### src/rtl/riscv_pkg.sv
// Shared fetch-side constants and the fetch queue entry layout.
package riscv_pkg;

    localparam int unsigned XLEN_DEFAULT = 32;

    localparam logic [31:0] NOP_INSN = 32'h0000_0013;

    localparam logic [XLEN_DEFAULT-1:0] RESET_PC_DEFAULT = 32'h0000_0000;

    // One fetched instruction together with the PC it was fetched from.
    typedef struct packed {
        logic [31:0]             insn;
        logic [XLEN_DEFAULT-1:0] pc;
    } fetch_entry_t;

endpackage

### src/rtl/fq_fifo.sv
// Generic synchronous FIFO, pointer based with an extra wrap bit.
// Clear has priority over push and pop; push while full is accepted only
// together with a pop.
module fq_fifo #(
    parameter int unsigned WIDTH = 64,
    parameter int unsigned DEPTH = 4
) (
    input  logic                     clk,
    input  logic                     rst_n,
    input  logic                     push,
    input  logic                     pop,
    input  logic                     clear,
    input  logic [WIDTH-1:0]         wdata,
    output logic [WIDTH-1:0]         rdata,
    output logic                     full,
    output logic                     empty,
    output logic [$clog2(DEPTH):0]   count
);

    localparam int unsigned PTR_W = $clog2(DEPTH);

    logic [PTR_W:0]   wr_ptr_q;
    logic [PTR_W:0]   wr_ptr_d;
    logic [PTR_W:0]   rd_ptr_q;
    logic [PTR_W:0]   rd_ptr_d;
    logic [WIDTH-1:0] mem_q [DEPTH];
    logic             do_push;
    logic             do_pop;

    // Status flags derived from the wrap-bit pointers.
    always_comb begin
        empty   = (wr_ptr_q == rd_ptr_q);
        full    = (wr_ptr_q[PTR_W] != rd_ptr_q[PTR_W]) &&
                  (wr_ptr_q[PTR_W-1:0] == rd_ptr_q[PTR_W-1:0]);
        count   = wr_ptr_q - rd_ptr_q;
        do_pop  = pop && !empty;
        do_push = push && (!full || do_pop);
        rdata   = mem_q[rd_ptr_q[PTR_W-1:0]];
    end

    // Next pointer values.
    always_comb begin
        wr_ptr_d = wr_ptr_q;
        rd_ptr_d = rd_ptr_q;
        if (clear) begin
            wr_ptr_d = '0;
            rd_ptr_d = '0;
        end else begin
            if (do_push) begin
                wr_ptr_d = wr_ptr_q + (PTR_W+1)'(1);
            end
            if (do_pop) begin
                rd_ptr_d = rd_ptr_q + (PTR_W+1)'(1);
            end
        end
    end

    // Pointer registers.
    always_ff @(posedge clk or negedge rst_n) begin
        if (!rst_n) begin
            wr_ptr_q <= '0;
            rd_ptr_q <= '0;
        end else begin
            wr_ptr_q <= wr_ptr_d;
            rd_ptr_q <= rd_ptr_d;
        end
    end

    // Storage array; contents are don't-care until written.
    always_ff @(posedge clk) begin
        if (do_push && !clear) begin
            mem_q[wr_ptr_q[PTR_W-1:0]] <= wdata;
        end
    end

endmodule

### src/rtl/fetch_queue.sv
// Prefetching fetch stage: issues IMEM requests under a credit limit,
// buffers responses in a DEPTH-entry FIFO and presents the head to decode.
// An E-stage redirect flushes the FIFO and discards responses still in
// flight for the old path.
// Optional: FETCH_QUEUE_FASTPATH_EN lets a response arriving into an empty
// FIFO drive the decode outputs in the same cycle.
module fetch_queue
    import riscv_pkg::*;
#(
    parameter int unsigned      XLEN            = XLEN_DEFAULT,
    parameter int unsigned      DEPTH           = 4,
    parameter int unsigned      MAX_OUTSTANDING = 2,
    parameter logic [XLEN-1:0]  RESET_PC        = XLEN'(RESET_PC_DEFAULT)
) (
    input  logic            CLK,
    input  logic            RSTN,
    output logic [XLEN-1:0] IADDR,
    output logic            IREQ,
    input  logic [31:0]     IDATA,
    input  logic            IVALID,
    input  logic            REDIR_E,
    input  logic [XLEN-1:0] REDIR_PC,
    input  logic            D_STALL,
    output logic            FD_VALID,
    output logic [31:0]     IR,
    output logic [XLEN-1:0] FD_PC,
    output logic [XLEN-1:0] FD_PC4
);

    localparam int unsigned CNT_W   = $clog2(DEPTH) + 1;
    localparam int unsigned OUT_W   = $clog2(MAX_OUTSTANDING + 1);
    localparam int unsigned ENTRY_W = 32 + XLEN;

    logic [XLEN-1:0]    fetch_pc_q;
    logic [XLEN-1:0]    fetch_pc_d;
    logic [XLEN-1:0]    tag_q;
    logic [XLEN-1:0]    tag_d;
    logic [OUT_W-1:0]   outstanding_q;
    logic [OUT_W-1:0]   outstanding_d;
    logic [OUT_W-1:0]   drop_q;
    logic [OUT_W-1:0]   drop_d;
    logic               run_q;
    logic               run_d;

    logic [XLEN-1:0]    redir_tgt;
    logic               ireq_int;
    logic               resp;
    logic               accept;
    logic               bypass;
    logic               head_valid;
    logic [ENTRY_W-1:0] head_entry;
    logic               pop_int;

    logic               fifo_push;
    logic               fifo_pop;
    logic               fifo_full;
    logic               fifo_empty;
    logic [CNT_W-1:0]   fifo_count;
    logic [ENTRY_W-1:0] fifo_rdata;

    // Buffered {insn, pc} entries.
    fq_fifo #(
        .WIDTH (ENTRY_W),
        .DEPTH (DEPTH)
    ) u_fifo (
        .clk   (CLK),
        .rst_n (RSTN),
        .push  (fifo_push),
        .pop   (fifo_pop),
        .clear (REDIR_E),
        .wdata ({IDATA, tag_q}),
        .rdata (fifo_rdata),
        .full  (fifo_full),
        .empty (fifo_empty),
        .count (fifo_count)
    );

    // Request credit, response acceptance and head selection.
    always_comb begin
        redir_tgt = REDIR_PC & ~XLEN'(3);
        ireq_int  = run_q && !REDIR_E &&
                    (32'(outstanding_q) < 32'(MAX_OUTSTANDING)) &&
                    ((32'(fifo_count) + 32'(outstanding_q)) < 32'(DEPTH));
        // A response with nothing in flight is unsolicited and ignored.
        resp      = IVALID && (outstanding_q != '0);
        accept    = resp && (drop_q == '0) && !REDIR_E;
        bypass    = 1'b0;
`ifdef FETCH_QUEUE_FASTPATH_EN
        bypass    = accept && fifo_empty;
`endif
        head_valid = !fifo_empty || bypass;
        head_entry = fifo_empty ? {IDATA, tag_q} : fifo_rdata;
        pop_int    = head_valid && !D_STALL;
        fifo_pop   = pop_int && !fifo_empty;
        // A bypassed response consumed by decode never enters the FIFO.
        fifo_push  = accept && !(bypass && !D_STALL) && (!fifo_full || fifo_pop);
    end

    // Decode-facing outputs; NOP and zero PCs while nothing is valid.
    always_comb begin
        IREQ     = ireq_int;
        IADDR    = fetch_pc_q;
        FD_VALID = head_valid;
        IR       = NOP_INSN;
        FD_PC    = '0;
        FD_PC4   = '0;
        if (head_valid) begin
            IR     = head_entry[ENTRY_W-1:XLEN];
            FD_PC  = head_entry[XLEN-1:0];
            FD_PC4 = head_entry[XLEN-1:0] + XLEN'(4);
        end
    end

    // Fetch PC, tag, credit and drop bookkeeping.
    always_comb begin
        fetch_pc_d    = fetch_pc_q;
        tag_d         = tag_q;
        outstanding_d = outstanding_q;
        drop_d        = drop_q;
        run_d         = 1'b1;
        if (REDIR_E) begin
            // Everything still in flight after this cycle belongs to the old path.
            fetch_pc_d    = redir_tgt;
            tag_d         = redir_tgt;
            outstanding_d = outstanding_q - OUT_W'(resp);
            drop_d        = outstanding_q - OUT_W'(resp);
        end else begin
            if (ireq_int) begin
                fetch_pc_d = fetch_pc_q + XLEN'(4);
            end
            if (accept) begin
                tag_d = tag_q + XLEN'(4);
            end
            if (resp && (drop_q != '0)) begin
                drop_d = drop_q - OUT_W'(1);
            end
            outstanding_d = outstanding_q + OUT_W'(ireq_int) - OUT_W'(resp);
        end
    end

    // State registers.
    always_ff @(posedge CLK or negedge RSTN) begin
        if (!RSTN) begin
            fetch_pc_q    <= RESET_PC;
            tag_q         <= RESET_PC;
            outstanding_q <= '0;
            drop_q        <= '0;
            run_q         <= 1'b0;
        end else begin
            fetch_pc_q    <= fetch_pc_d;
            tag_q         <= tag_d;
            outstanding_q <= outstanding_d;
            drop_q        <= drop_d;
            run_q         <= run_d;
        end
    end

endmodule
### config.mk
export PLATFORM = sky130hd
export DESIGN_NAME = fetch_queue
export DESIGN_NICKNAME = d
export VERILOG_FILES = /design/src/rtl/riscv_pkg.sv /design/src/rtl/fq_fifo.sv /design/src/rtl/fetch_queue.sv
export SDC_FILE = /design/constraint.sdc
export NUM_CORES = 1
export LEC_CHECK = 0
export BUFFER_PORTS_ARGS = -buffer_cell sky130_fd_sc_hd__buf_2
export CAP_MARGIN = 20
export CORE_ASPECT_RATIO = 0.5
export CORE_UTILIZATION = 52
export CTS_CLUSTER_DIAMETER = 60
export DETAILED_ROUTE_END_ITERATION = 12
export PLACE_DENSITY = 0.76
export SYNTH_ARGS = -nofsm -noshare
export SYNTH_HDL_FRONTEND = slang
export SYNTH_HIERARCHICAL = 1
export SYNTH_SLANG_ARGS = --single-unit
### constraint.sdc
create_clock -name CLK -period 5 [get_ports CLK]
set_clock_uncertainty 0.05 [all_clocks]
set_input_delay 0.5 -clock CLK [delete_from_list [all_inputs] [get_ports CLK]]
set_output_delay 0.5 -clock CLK [all_outputs]
set_load 0.02 [all_outputs]
==> impl_metrics.csv <==
group,metric,value,unit
floorplan,rows,43,
critical_path,crit_type,"reg -> out",
min_path,hold_class,"in -> reg",
run,drv_cap,0,
route,drt_iter0_markers,792,
synthesis,synth_largest_area_cell,"edfxtp_1",
floorplan,initial_core_util,53.00,%
synthesis,synth_ff_type,"edfxtp_1",
critical_path,worstPathMaxFanout,87,
placed_design,dp_hpwl,20920,um
pwr,power.density,393.6,mW/mm2
pwr,ir_drop,230.2,uV
clock_tree,clk_pin_slew_worst_paths,0.07,ns
placed_design,io_buffers,194,
critical_path,endpoint_kind,"primary output",
route,routed_wl,32290,um
synthesis,yosys-top-cells-area,"edfxtp_1 (52%), dfrtp_1 (12%), mux4_2 (9.8%)",
placed_design,placed_cells,1564,
sta,slew_viol_final,0,
global_routing,grt_usage,22.58,%
global_routing,grt_pass1_vias,9225,
final_layout,antennaDiodeCount,0,
synthesis,synth_top_area_share,52.35,%
synthesis,ys_types,65,
sta,setup_viol,0,
global_routing,grt-ovfl-total,0,
synthesis,netlist_top_cells_count,"edfxtp_1 (256), dfrtp_1 (71), nand2_1 (70)",
final_layout,layout-drive-gt1-share,28.23,%
clock_tree,cts_made_buffers,29,
synthesis,syn_area,0.01469,mm2
critical_path,cp-start-kind,"register",
clock_tree,clk_latency,0.55,ns
run_status,status,"complete, no violations",
global_routing,antenna_found_initial,0,
floorplan,die-area,0.02896,mm2
sta,period_share,93.59,%
floorplan,fp.dieW,239.7,um
pwr,p_leak,0.006257,uW
final_layout,syn2layout_area_growth,17.05,%
route,vias_per_cell,5.816,
final_layout,final_nets,1301,
clock_tree,clockBufferDepth,3,
synthesis,syn_area_per_cell,14.47,um2
synthesis,ys_seq_elements,327,
sta,grt_setup_unrepaired,"no",
route,drt-wirelength-per-cell,19.91,um
route,antenna_left,0,
route,vias,9434,
global_routing,grt_max_degree,88,
synthesis,seq_area_frac_synth,64.45,%
synthesis,yosysMostFrequentCell,"edfxtp_1",
clock_tree,cts_num_sinks,327,
placed_design,place.gp.congestion,0.9126,
synthesis,yosys_warnings,6,
clock_tree,h-tree-depth,1,
sta,max_slew_margin,28.36,%
route,drt_first_pass_iters,5,
floorplan,fp.dieH,120.8,um
sta,fin_hold_ws,0.09609,ns
floorplan,core,0.02771,mm2
pwr,finalPower,6765,uW
global_routing,grt_pass1_wl,50110,um
final_layout,finalNonFillerCells,1622,
sta,tns,0,ns
clock_tree,root_buffer,"clkbuf_16",
synthesis,synth_cells,1015,
sta,layout_min_cycle_time,4.680,ns
synthesis,async_reset_ff_share,21.71,%
floorplan,pin_count,199,
route,drc,0,
clock_tree,cts_tree,"done",
sta,worstMarginPinSlew,1.066,ns
sta,max_freq,213.7,MHz
sta,hold_violations,0,
synthesis,synth_enable_flop_cells,256,
critical_path,worstPathRequired,4.45,ns
critical_path,cp.arrival,4.13,ns
-- final timing paths --
check	startpoint	endpoint	slack [ns]	depth (start not counted)
setup / recovery	u_fifo/wr_ptr_q[0]$_DFFE_PN0P_	FD_PC4[31]	0.32	12
min in group asynchronous	RSTN	tag_q[26]$_DFFE_PN0N_	0.51	2
max in group asynchronous	RSTN	IADDR[16]$_DFFE_PN0P_	3.33	3
hold / removal	IDATA[27]	u_fifo/mem_q[3][59]$_DFFE_PP_	0.1	1
setup reg to reg	u_fifo/wr_ptr_q[0]$_DFFE_PN0P_	u_fifo/mem_q[3][25]$_DFFE_PP_	1.11	11
hold reg to reg	tag_q[31]$_DFFE_PN0N_	u_fifo/mem_q[0][31]$_DFFE_PP_	0.50	0
-- power breakdown --
group	switching (uW)	internal [uW]
Clock	977	1400
Combinational	757	411
Sequential	154	3060
-- placed cells by master, fill, tap and decap left out, types with 15 or more instances in the layout --
| master | netlist | routed |
|---|---|---|
| edfxtp_1 | 256 | 256 |
| buf_2 | 9 | 195 |
| nand2_1 | 70 | 70 |
| dfrtp_1 | 71 | 69 |
| mux4_2 | 64 | 64 |
| nor2b_1 | 63 | 63 |
| o21ai_0 | 56 | 56 |
| nor2_1 | 49 | 48 |
| nand3_1 | 47 | 47 |
| xor2_1 | 33 | 33 |
| clkbuf_16 | 0 | 29 |
| nand4_1 | 23 | 23 |
| inv_1 | 21 | 21 |
| a21oi_1 | 20 | 20 |
| xnor2_1 | 19 | 19 |
| and3_1 | 19 | 15 |
-- worst max-delay path, cell delays in order, from the launching register on --
cell and delay, ns:
dfrtp_1 0.42, inv_1 0.12, ha_1 0.32, nand2_1 0.19
nor2_4 0.32, buf_12 0.35, nand3_1 0.19, a222oi_1 0.50
nand4_1 0.18, buf_4 0.20, or4_1 0.46, a21oi_1 0.14
buf_2 0.17
-- sequential cells by signal, summed over array words and instances (netlist names) --
| signal | count |
|---|---|
| u_fifo/rd_ptr_q | 3 |
| u_fifo/wr_ptr_q | 3 |
| IADDR | 30 |
| tag_q | 30 |
| u_fifo/mem_q | 256 |
| outstanding_q | 2 |
| drop_q | 2 |
| run_q | 1 |
-- layer usage --
layer,track usage (%),up-vias,part of all wire (%)
met1,31.92,4706,43
li1,-,4312,-
met3,3.721,58,6.8
met5,0,-,0
met2,36.43,358,48
met4,6.370,0,2.1
-- through the flow --
step	instance area, um2	util [%]	worst slack (ns)
floorplan	14720	-	0.01399
global placement	16130	58.23	0.7566
detailed placement	16130	58.23	0.7662
CTS	17160	61.92	0.1904
global route	17190	62.04	0.06623
finish	17190	62.04	0.3203
-- layout make-up --
class,count,area (um2)
clock buffers,36,765.7
clock inverters,18,249.0
fillers,2051,10520
inverters,22,87.58
multi-input cells,623,4943
flip-flops and latches,327,9469
well taps,382,478.0
repair buffers,214,1196
-- cells by family (layout without fill, tap and decap cells) --
family	after synthesis	in the layout	synth area share, %
muxes	74	74	10.59
other	2	11	0.05114
adders and majority gates	15	15	1.329
DFF	327	327	64.45
buffers and inverters	74	290	2.283
AOI/OAI and AO/OA	141	141	6.177
xor gates and xnor gates	52	52	3.101
and+or+nand+nor	330	330	12.02
-- timing repair --
action,in CTS,in global routing
hold endpoints to repair,28,0
endpoints found under the setup margin,0,7
gates resized for setup,0,2
setup buffers,0,2
hold buffers,1,0
Power figures use the tool's default switching activity.
